===== config.mk =====
export PLATFORM = sky130hd
export DESIGN_NAME = mr_databus_seq
export DESIGN_NICKNAME = d
export VERILOG_FILES = /design/src/rtl/mr_databus_pkg.sv /design/src/rtl/mr_databus_sel.sv /design/src/rtl/mr_databus_seq.sv
export SDC_FILE = /design/constraint.sdc
export NUM_CORES = 1
export LEC_CHECK = 0
export ABC_AREA = 1
export ABC_CLOCK_PERIOD_IN_PS = 1900
export CORE_ASPECT_RATIO = 1.1
export CORE_MARGIN = 2
export CORE_UTILIZATION = 42
export CTS_CLUSTER_SIZE = 30
export DETAILED_ROUTE_END_ITERATION = 6
export GPL_TIMING_DRIVEN = 0
export HOLD_SLACK_MARGIN = 0.1
export PLACE_DENSITY = 0.82
export SETUP_SLACK_MARGIN = 0.3
export SYNTH_ARGS = -nofsm -noshare
export SYNTH_HDL_FRONTEND = slang
export SYNTH_SLANG_ARGS = --single-unit

===== constraint.sdc =====
create_clock -name CLK -period 1.9 [get_ports CLK]
set_input_delay 0.19 -clock CLK [delete_from_list [all_inputs] [get_ports CLK]]
set_output_delay 0.19 -clock CLK [all_outputs]
set_load 0.01 [all_outputs]

===== src/rtl/mr_databus_pkg.sv =====
// Shared types and defaults for the registered memory-read data bus selector.
// Imported by the slice mux and by the sequencer top.
package mr_databus_pkg;

  localparam int DEF_WIDTH   = 16;
  localparam int DEF_NSRC    = 4;
  localparam int DEF_TIMEOUT = 15;

  typedef enum logic {
    ST_IDLE = 1'b0,
    ST_WAIT = 1'b1
  } state_t;

  // Bit width needed to index n values, never less than one bit.
  function automatic int clog2_min1(input int n);
    return (n <= 2) ? 1 : $clog2(n);
  endfunction

endpackage


===== src/rtl/mr_databus_sel.sv =====
// N:1 slice mux over the flattened source bus; yields zero data and no ready
// when the index names no existing source.
module mr_databus_sel
  import mr_databus_pkg::*;
#(
  parameter  int WIDTH = DEF_WIDTH,
  parameter  int NSRC  = DEF_NSRC,
  localparam int SELW  = clog2_min1(NSRC)
) (
  input  logic [SELW-1:0]       idx,
  input  logic [NSRC*WIDTH-1:0] in_data,
  input  logic [NSRC-1:0]       in_rdy,
  output logic [WIDTH-1:0]      data,
  output logic                  rdy,
  output logic                  hit
);

  // NOTE: every output gets a default before the loop so no path leaves it
  // unassigned; otherwise synthesis infers a latch for the miss case.
  always_comb begin
    data = '0;
    rdy  = 1'b0;
    hit  = 1'b0;
    for (int k = 0; k < NSRC; k++) begin
      if (idx == SELW'(k)) begin
        data = in_data[k*WIDTH +: WIDTH];
        rdy  = in_rdy[k];
        hit  = 1'b1;
      end
    end
  end

endmodule


===== src/rtl/mr_databus_seq.sv =====
// Registered read-data bus sequencer: steers one of NSRC sources onto OUT0
// under a request/valid handshake, waiting on slow sources with a bounded timeout.
module mr_databus_seq
  import mr_databus_pkg::*;
#(
  parameter  int WIDTH   = DEF_WIDTH,
  parameter  int NSRC    = DEF_NSRC,
  parameter  int TIMEOUT = DEF_TIMEOUT,
  localparam int SELW    = clog2_min1(NSRC),
  localparam int CNTW    = clog2_min1(TIMEOUT + 1)
) (
  input  logic                  CLK,
  input  logic                  RESET_N,
  input  logic                  REQ,
  input  logic [SELW-1:0]       SEL,
  input  logic [NSRC*WIDTH-1:0] IN_DATA,
  input  logic [NSRC-1:0]       IN_RDY,
  output logic [WIDTH-1:0]      OUT0,
  output logic                  VALID,
  output logic                  ERR,
  output logic                  BUSY
);

  localparam logic [CNTW-1:0] CNT_LAST = CNTW'((TIMEOUT > 0) ? TIMEOUT - 1 : 0);

  state_t            state_q, state_d;
  logic [SELW-1:0]   sel_q, sel_d;
  logic [CNTW-1:0]   cnt_q, cnt_d;
  logic [WIDTH-1:0]  out_q, out_d;
  logic              valid_q, valid_d;
  logic              err_q, err_d;

  logic [WIDTH-1:0]  req_data, wait_data;
  logic              req_rdy, req_hit;
  logic              wait_rdy, wait_hit;
  logic              wait_ready;
  logic              timeout_hit;

  // Two muxes: the live SEL is only meaningful in IDLE, the latched one in WAIT.
  mr_databus_sel #(
    .WIDTH (WIDTH),
    .NSRC  (NSRC)
  ) u_sel_req (
    .idx     (SEL),
    .in_data (IN_DATA),
    .in_rdy  (IN_RDY),
    .data    (req_data),
    .rdy     (req_rdy),
    .hit     (req_hit)
  );

  mr_databus_sel #(
    .WIDTH (WIDTH),
    .NSRC  (NSRC)
  ) u_sel_wait (
    .idx     (sel_q),
    .in_data (IN_DATA),
    .in_rdy  (IN_RDY),
    .data    (wait_data),
    .rdy     (wait_rdy),
    .hit     (wait_hit)
  );

  // sel_q is only ever loaded with an in-range index; the hit term is a guard.
  assign wait_ready  = wait_rdy && wait_hit;
  assign timeout_hit = (TIMEOUT != 0) && (cnt_q == CNT_LAST);

  // NOTE: state is updated with non-blocking assignments so every register
  // samples pre-edge values; blocking here would create ordering races.
  always_ff @(posedge CLK or negedge RESET_N) begin
    if (!RESET_N) begin
      state_q <= ST_IDLE;
    end else begin
      state_q <= state_d;
    end
  end

  always_comb begin
    state_d = state_q;
    case (state_q)
      ST_IDLE: begin
        if (REQ && req_hit && !req_rdy) begin
          state_d = ST_WAIT;
        end
      end
      ST_WAIT: begin
        if (wait_ready || timeout_hit) begin
          state_d = ST_IDLE;
        end
      end
      default: state_d = ST_IDLE;
    endcase
  end

  // Datapath next values; ready takes priority over a coincident timeout.
  always_comb begin
    out_d   = out_q;
    valid_d = 1'b0;
    err_d   = 1'b0;
    sel_d   = sel_q;
    cnt_d   = cnt_q;
    case (state_q)
      ST_IDLE: begin
        if (REQ) begin
          if (!req_hit || req_rdy) begin
            // An out-of-range index reads as zero straight from the mux.
            out_d   = req_data;
            valid_d = 1'b1;
          end else begin
            sel_d = SEL;
            cnt_d = '0;
          end
        end
      end
      ST_WAIT: begin
        if (wait_ready) begin
          out_d   = wait_data;
          valid_d = 1'b1;
        end else if (timeout_hit) begin
          out_d   = '0;
          valid_d = 1'b1;
          err_d   = 1'b1;
        end else begin
          cnt_d = cnt_q + CNTW'(1);
        end
      end
      default: ;
    endcase
  end

  always_ff @(posedge CLK or negedge RESET_N) begin
    if (!RESET_N) begin
      out_q   <= '0;
      valid_q <= 1'b0;
      err_q   <= 1'b0;
      sel_q   <= '0;
      cnt_q   <= '0;
    end else begin
      out_q   <= out_d;
      valid_q <= valid_d;
      err_q   <= err_d;
      sel_q   <= sel_d;
      cnt_q   <= cnt_d;
    end
  end

  assign OUT0  = out_q;
  assign VALID = valid_q;
  assign ERR   = err_q;
  assign BUSY  = (state_q == ST_WAIT);

endmodule


Word-level counts from Yosys, hierarchy flattened

Index checks and enable logic that the tools add are counted.

Input bits: 73
RAM bits: 0
Memory bits (read-only): 0
Latch bits: 0
Memories kept: 0
Output and inout port bits: 19
Register bits after elaboration: 25
Word-level logic and storage cells: 78

Divide/modulo/power cells: 0
Multipliers: 0
Shift operators: 0
Muxes and demuxes: 44
Magnitude comparators: 0
Bitwise operators: 2
Reductions and logical operators: 12
Equal/unequal tests: 13
$add $sub $neg: 1

Operators by type and width:

| kind                                                  | count |
|---|---|
| 2-to-1 mux 16 bit                                     | 12 |
| one-hot mux 16 bit (2 select lines)                   | 1 |
| 2-to-1 mux 1 bit                                      | 24 |
| 2-to-1 mux 4 bit                                      | 4 |
| inequality test 2 bit, second input constant          | 5 |
| equality test 2 bit, second input constant            | 4 |
| one-hot mux 4 bit (2 select lines)                    | 1 |
| AND reduction 3 bit                                   | 2 |
| adder 4 x 1 -> 4 bit, second input constant           | 1 |
| equality test 2 x 1 -> 1 bit, second input constant   | 2 |
| equality test 4 bit, second input constant            | 1 |
| zero test 2 bit                                       | 2 |
| one-hot mux 1 bit (2 select lines)                    | 2 |
| AND reduction 4 bit                                   | 1 |
| logical AND 1 bit                                     | 3 |
| inequality test 3 x 1 -> 1 bit, second input constant | 1 |
| zero test 1 bit                                       | 2 |
| logical OR 1 bit                                      | 2 |
| inverter 1 bit                                        | 2 |

Depth between registers and ports, before layout

Depth in word-level cells: 10
Depth in mapped cells: 11
Depth with buffers taken out: 9

Hierarchy

From an unflattened synthesis, not the netlist that was laid out.

Cells, all modules: 374
Area total of the unflattened synthesis: 2439.8 µm²

By module, submodules not included:

| module         | cells an instance | seq. area each (µm²) | area each (µm²) | instances |
|---|---|---|---|---|
| mr_databus_seq | 172               | 625.6                | 1291.2          | 1 |
| mr_databus_sel | 101               | 0.0                  | 574.3           | 2 |

Least setup slack after synthesis

No wires, ideal clock.

Kind: register -> register
Start point: register sel_q[1]
End point: register out_q[0], in the netlist OUT0[0]
Buffers on the path: 1
Arrival time: 1273 ps
Data required time: 1783 ps
Stages on the path, launching flop included: 10
Library setup time: 117 ps
Period minus slack after synthesis: 1390 ps
Slack: 510 ps
Cells stage by stage: dfrtp_1 -> nor2_2 -> nand2_2 -> nand3_2 -> nand2_2 -> nand2_2 -> nand3_4 -> buf_6 -> nand2_1 -> nand2_1

Longest elaborated chain between the ends: 8
Elaborated cells between the ends (all ways): 21
Those cells by class: eq/ne (4); mux (14); reduce/logical (3)

Ends and longest elaborated chain:

| what                                                                                        | RTL line              | text |
|---|---|---|
| start: declaration                                                                          | mr_databus_seq.sv:27  | `logic [SELW-1:0] sel_q, sel_d;` |
| start signal: assignment                                                                    | mr_databus_seq.sv:142 | `sel_q <= sel_d;` |
| zero test 2 bit                                                                             | mr_databus_sel.sv:25  | `if (idx == SELW'(k)) begin` |
| 2-to-1 mux 1 bit (4 in a row)                                                               | mr_databus_sel.sv:25  |  |
| logical AND 1 bit                                                                           | mr_databus_seq.sv:65  | `assign wait_ready = wait_rdy && wait_hit;` |
| inequality test 3 x 1 -> 1 bit (no line) / 2-to-1 mux 16 bit (equally long branches)        | n/a                   |  |
| AND reduction 3 bit (no line) / one-hot mux 16 bit (2 select lines) (equally long branches) | n/a                   |  |
| end signal: assignment                                                                      | mr_databus_seq.sv:139 | `out_q <= out_d;` |
| end: declaration                                                                            | mr_databus_seq.sv:29  | `logic [WIDTH-1:0] out_q, out_d;` |

Parallel ways exist; a longest one is shown, timed or not.
A chain may end at the register's enable or synchronous reset.

Worst setup path after layout

Start point: register sel_q[0]
End point: register out_q[7], in the netlist OUT0[7]

Same word-level chain as after synthesis.

==> out/results.tsv <==
stage	metric	value	unit
run_status	status	finished, final reports clean	
place	gp_congestion	0.900	
timing	slew_headroom	0.233	
floorplanning	die_h	82.4	um
yosys	syn_nets	465	
cts	clockBufferDepth	2	
cts	postCtsHoldBufs	0	
power	power_per_cell_area	1170	mW/mm^2
final_layout	layout_commonest_cell	nand2_1	
yosys	synth_top_cell_by_area	dfrtp_1	
global_route	grt.overflow.total	0	
route	drtIter0Drc	252	
cts	path_clk_slew	0.09	ns
floorplanning	die_w	75.2	um
timing	finalSetupViolCount	0	
route	route.antenna.remaining_nets	0	
route	wire_per_inst	15.4	um
timing	fin_skew	0.00768	ns
timing	report.final.slew_viol_count	0	
worst_hold_path	hold-path-cell-count	3	
global_route	grt_start_max_net_pins	26	
cts	clock_latency	0.28	ns
timing	rsz0062_at_grt	yes	
final_layout	fillers	490	
final_layout	num_antenna_cells	0	
setup_path	crit_chain	buf_4 -> buf_4 -> buf_4 -> nand3_1 -> nand2_1 -> nand2_1 -> nand2_1 -> nand3_1 -> nand2_1 -> nand2_1 -> nand2_1	
setup_path	end_kind	register	
route	drc_errors	0	
global_route	grt_use_total	0.273	
timing	layout_setup_ws	0.347	ns
yosys	synthCells	390	
place	pre_cts_ws	-0.0925	ns
setup_path	startpoint	sel_q[0]	
floorplanning	die-area	0.00620	mm^2
setup_path	cpMostUsedCell	nand2_1	
global_route	grt_pass1_wl	13100	um
cts	cts_max_level	1	
route	routed_via_density	5.51	
setup_path	start_kind	register	
yosys	synth-seq-cells	25	
setup_path	r2r_start	sel_q[0]	
timing	whs	0.368	ns
global_route	antenna_found_initial	0	
yosys	ys_top_cells_by_area	dfrtp_1, nand2_1, nand3_1	
floorplanning	io_pins	92	
final_layout	nets	572	
floorplanning	rows	28	
setup_path	critical-path-max-stage-delay	0.47	ns
place	io_buffers	91	
cts	clock-sinks	25	
yosys	seq_area_frac_synth	0.267	
power	irDropWorstVdd	0.760	mV
final_layout	design_area	0.00355	mm^2
route	vias	3144	
worst_hold_path	hold_path.class	in2reg	
setup_path	worstPathRequired	2.07	ns
timing	fin_crit_sh	0.818	
place	dp_hpwl	6400	um
timing	timing.final.hold_violations	0	
route	routed_wl	8800	um
cts	cts_tree	built	
route	firstDrtPassIters	5	
setup_path	crit_fanout	5	
yosys	synth_cell_type_count	27	
global_route	grt_pass1_vias	2845	
cts	cts-root-buf	clkbuf_8	
setup_path	cp.arrival	1.72	ns
timing	fmax	644	MHz
setup_path	r2r_cells	11	
power	power_leakage	1.73	nW
power	power	4.17	mW
final_layout	final_cell_mix	nand2_1, clkdlybuf4s50_1, nand3_1	
setup_path	timing.rr.end	OUT0[7]	
cts	cts_buffers	3	
final_layout	drive_above_1_share	0.117	
yosys	netlist.area_leader.share	0.267	
yosys	yosysWarnings	0	
setup_path	path_class	reg2reg	
setup_path	r2r_slack	0.35	ns
setup_path	setup.worst_path.end	OUT0[7]	
job	maxCapViolCount	0	
final_layout	areaGrowthSynthToFinish	51.4	%
floorplanning	core-area	0.00540	mm^2
yosys	mappedNetlistArea	0.00234	mm^2
setup_path	critPathSlowestCell	dfrtp_2	
yosys	avgSynthCellArea	6.01	um^2
place	placed_area	0.00335	mm^2
timing	min_period	1.55	ns
floorplanning	initial_core_util	0.435	
timing	max_slew.worst_pin.slew	1.15	ns
-- power breakdown --
group | internal [mW] | switching (mW) | leakage, nW
Combinational | 1.26 | 1.69 | 1.38
Clock | 0.147 | 0.179 | 0.0255
Sequential | 0.741 | 0.152 | 0.322
Total | 2.14 | 2.02 | 1.73
-- per-layer routing --
metal / vias to the layer above / track usage / part of all wire
li1: 1493 / - / -
met1: 1443 / 0.347 / 0.40
met2: 176 / 0.479 / 0.48
met3: 32 / 0.0279 / 0.081
met4: 0 / 0.0947 / 0.032
met5: - / 0 / 0
-- sequential cells by signal, summed over array words and instances (netlist names) --
name   cells
OUT0      16
ERR        1
BUSY       1
cnt_q      4
VALID      1
sel_q      2
-- Yosys cell counts --
library cell,count
nor2_1,3
clkbuf_1,5
nand4_2,1
or2_2,3
dfrtp_1,25
a21oi_1,9
nand3_2,3
nor3_1,1
nand3_4,1
buf_4,3
nand3b_1,6
nand2_2,4
buf_2,8
nand2_1,162
inv_2,4
nand2_4,1
buf_6,3
nand3_1,60
nor2_2,3
inv_1,26
nand4_1,3
o21ai_1,9
ha_1,2
o21ai_0,34
and3_1,1
xor2_1,2
o211ai_1,8
-- critical path, delay by kind of cell, from the launching register on --
family        cells  cell delay, ns
buf+inv           3            0.44
flops             1            0.47
simple gates      8            0.54
-- cell families (layout without fill, tap and decap cells) --
family                     Yosys count  count (layout)  synth area share
and+or+nand+nor                    252             252             0.481
adders and majority gates            2               2            0.0107
buffers and inverters               49             155            0.0971
DFF                                 25              25             0.267
xor gates and xnor gates             2               2           0.00747
AOI/OAI and AO/OA                   60              60             0.137
-- how the worst min path moves through the flow --
| stage | start | end | slack (ns) |
|---|---|---|---|
| 2_1_floorplan | RESET_N | BUSY | -0.11 |
| 5_1_grt | SEL[1] | sel_q[1] | 0.40 |
| 3_3_place_gp | OUT0[10] | OUT0[10] | 0.47 |
| 6_report | SEL[1] | sel_q[1] | 0.37 |
| 3_5_place_dp | OUT0[14] | OUT0[14] | 0.47 |
| 4_1_cts | OUT0[14] | OUT0[14] | 0.49 |
-- final cells by class --
cell class / count / area, um^2 / area share
Tap cell: 75 / 93.8 / 0.0264
Inverter: 30 / 118 / 0.0331
Multi-Input combinational cell: 316 / 1540 / 0.432
Buffer: 19 / 135 / 0.0381
Sequential cell: 25 / 627 / 0.177
Clock buffer: 3 / 41.3 / 0.0116
Clock inverter: 1 / 5.00 / 0.00141
Timing Repair Buffer: 102 / 996 / 0.280
-- metrics by stage --
stage           TNS (ns)  cells   util
6_report               0    571  0.658
5_1_grt                0    571  0.658
4_1_cts                0    560  0.631
3_5_place_dp      -0.468    556  0.621
3_3_place_gp   -0.000847    556  0.621
2_1_floorplan          0    390      -
-- what timing repair did --
action                                  CTS  global route
endpoints found under the setup margin   14            19
pin swaps                                 0             7
cloned                                    0             2
gates resized for setup                   5            20
setup buffers                             0             9
No activity file was read; power rests on OpenSTA's default activity.
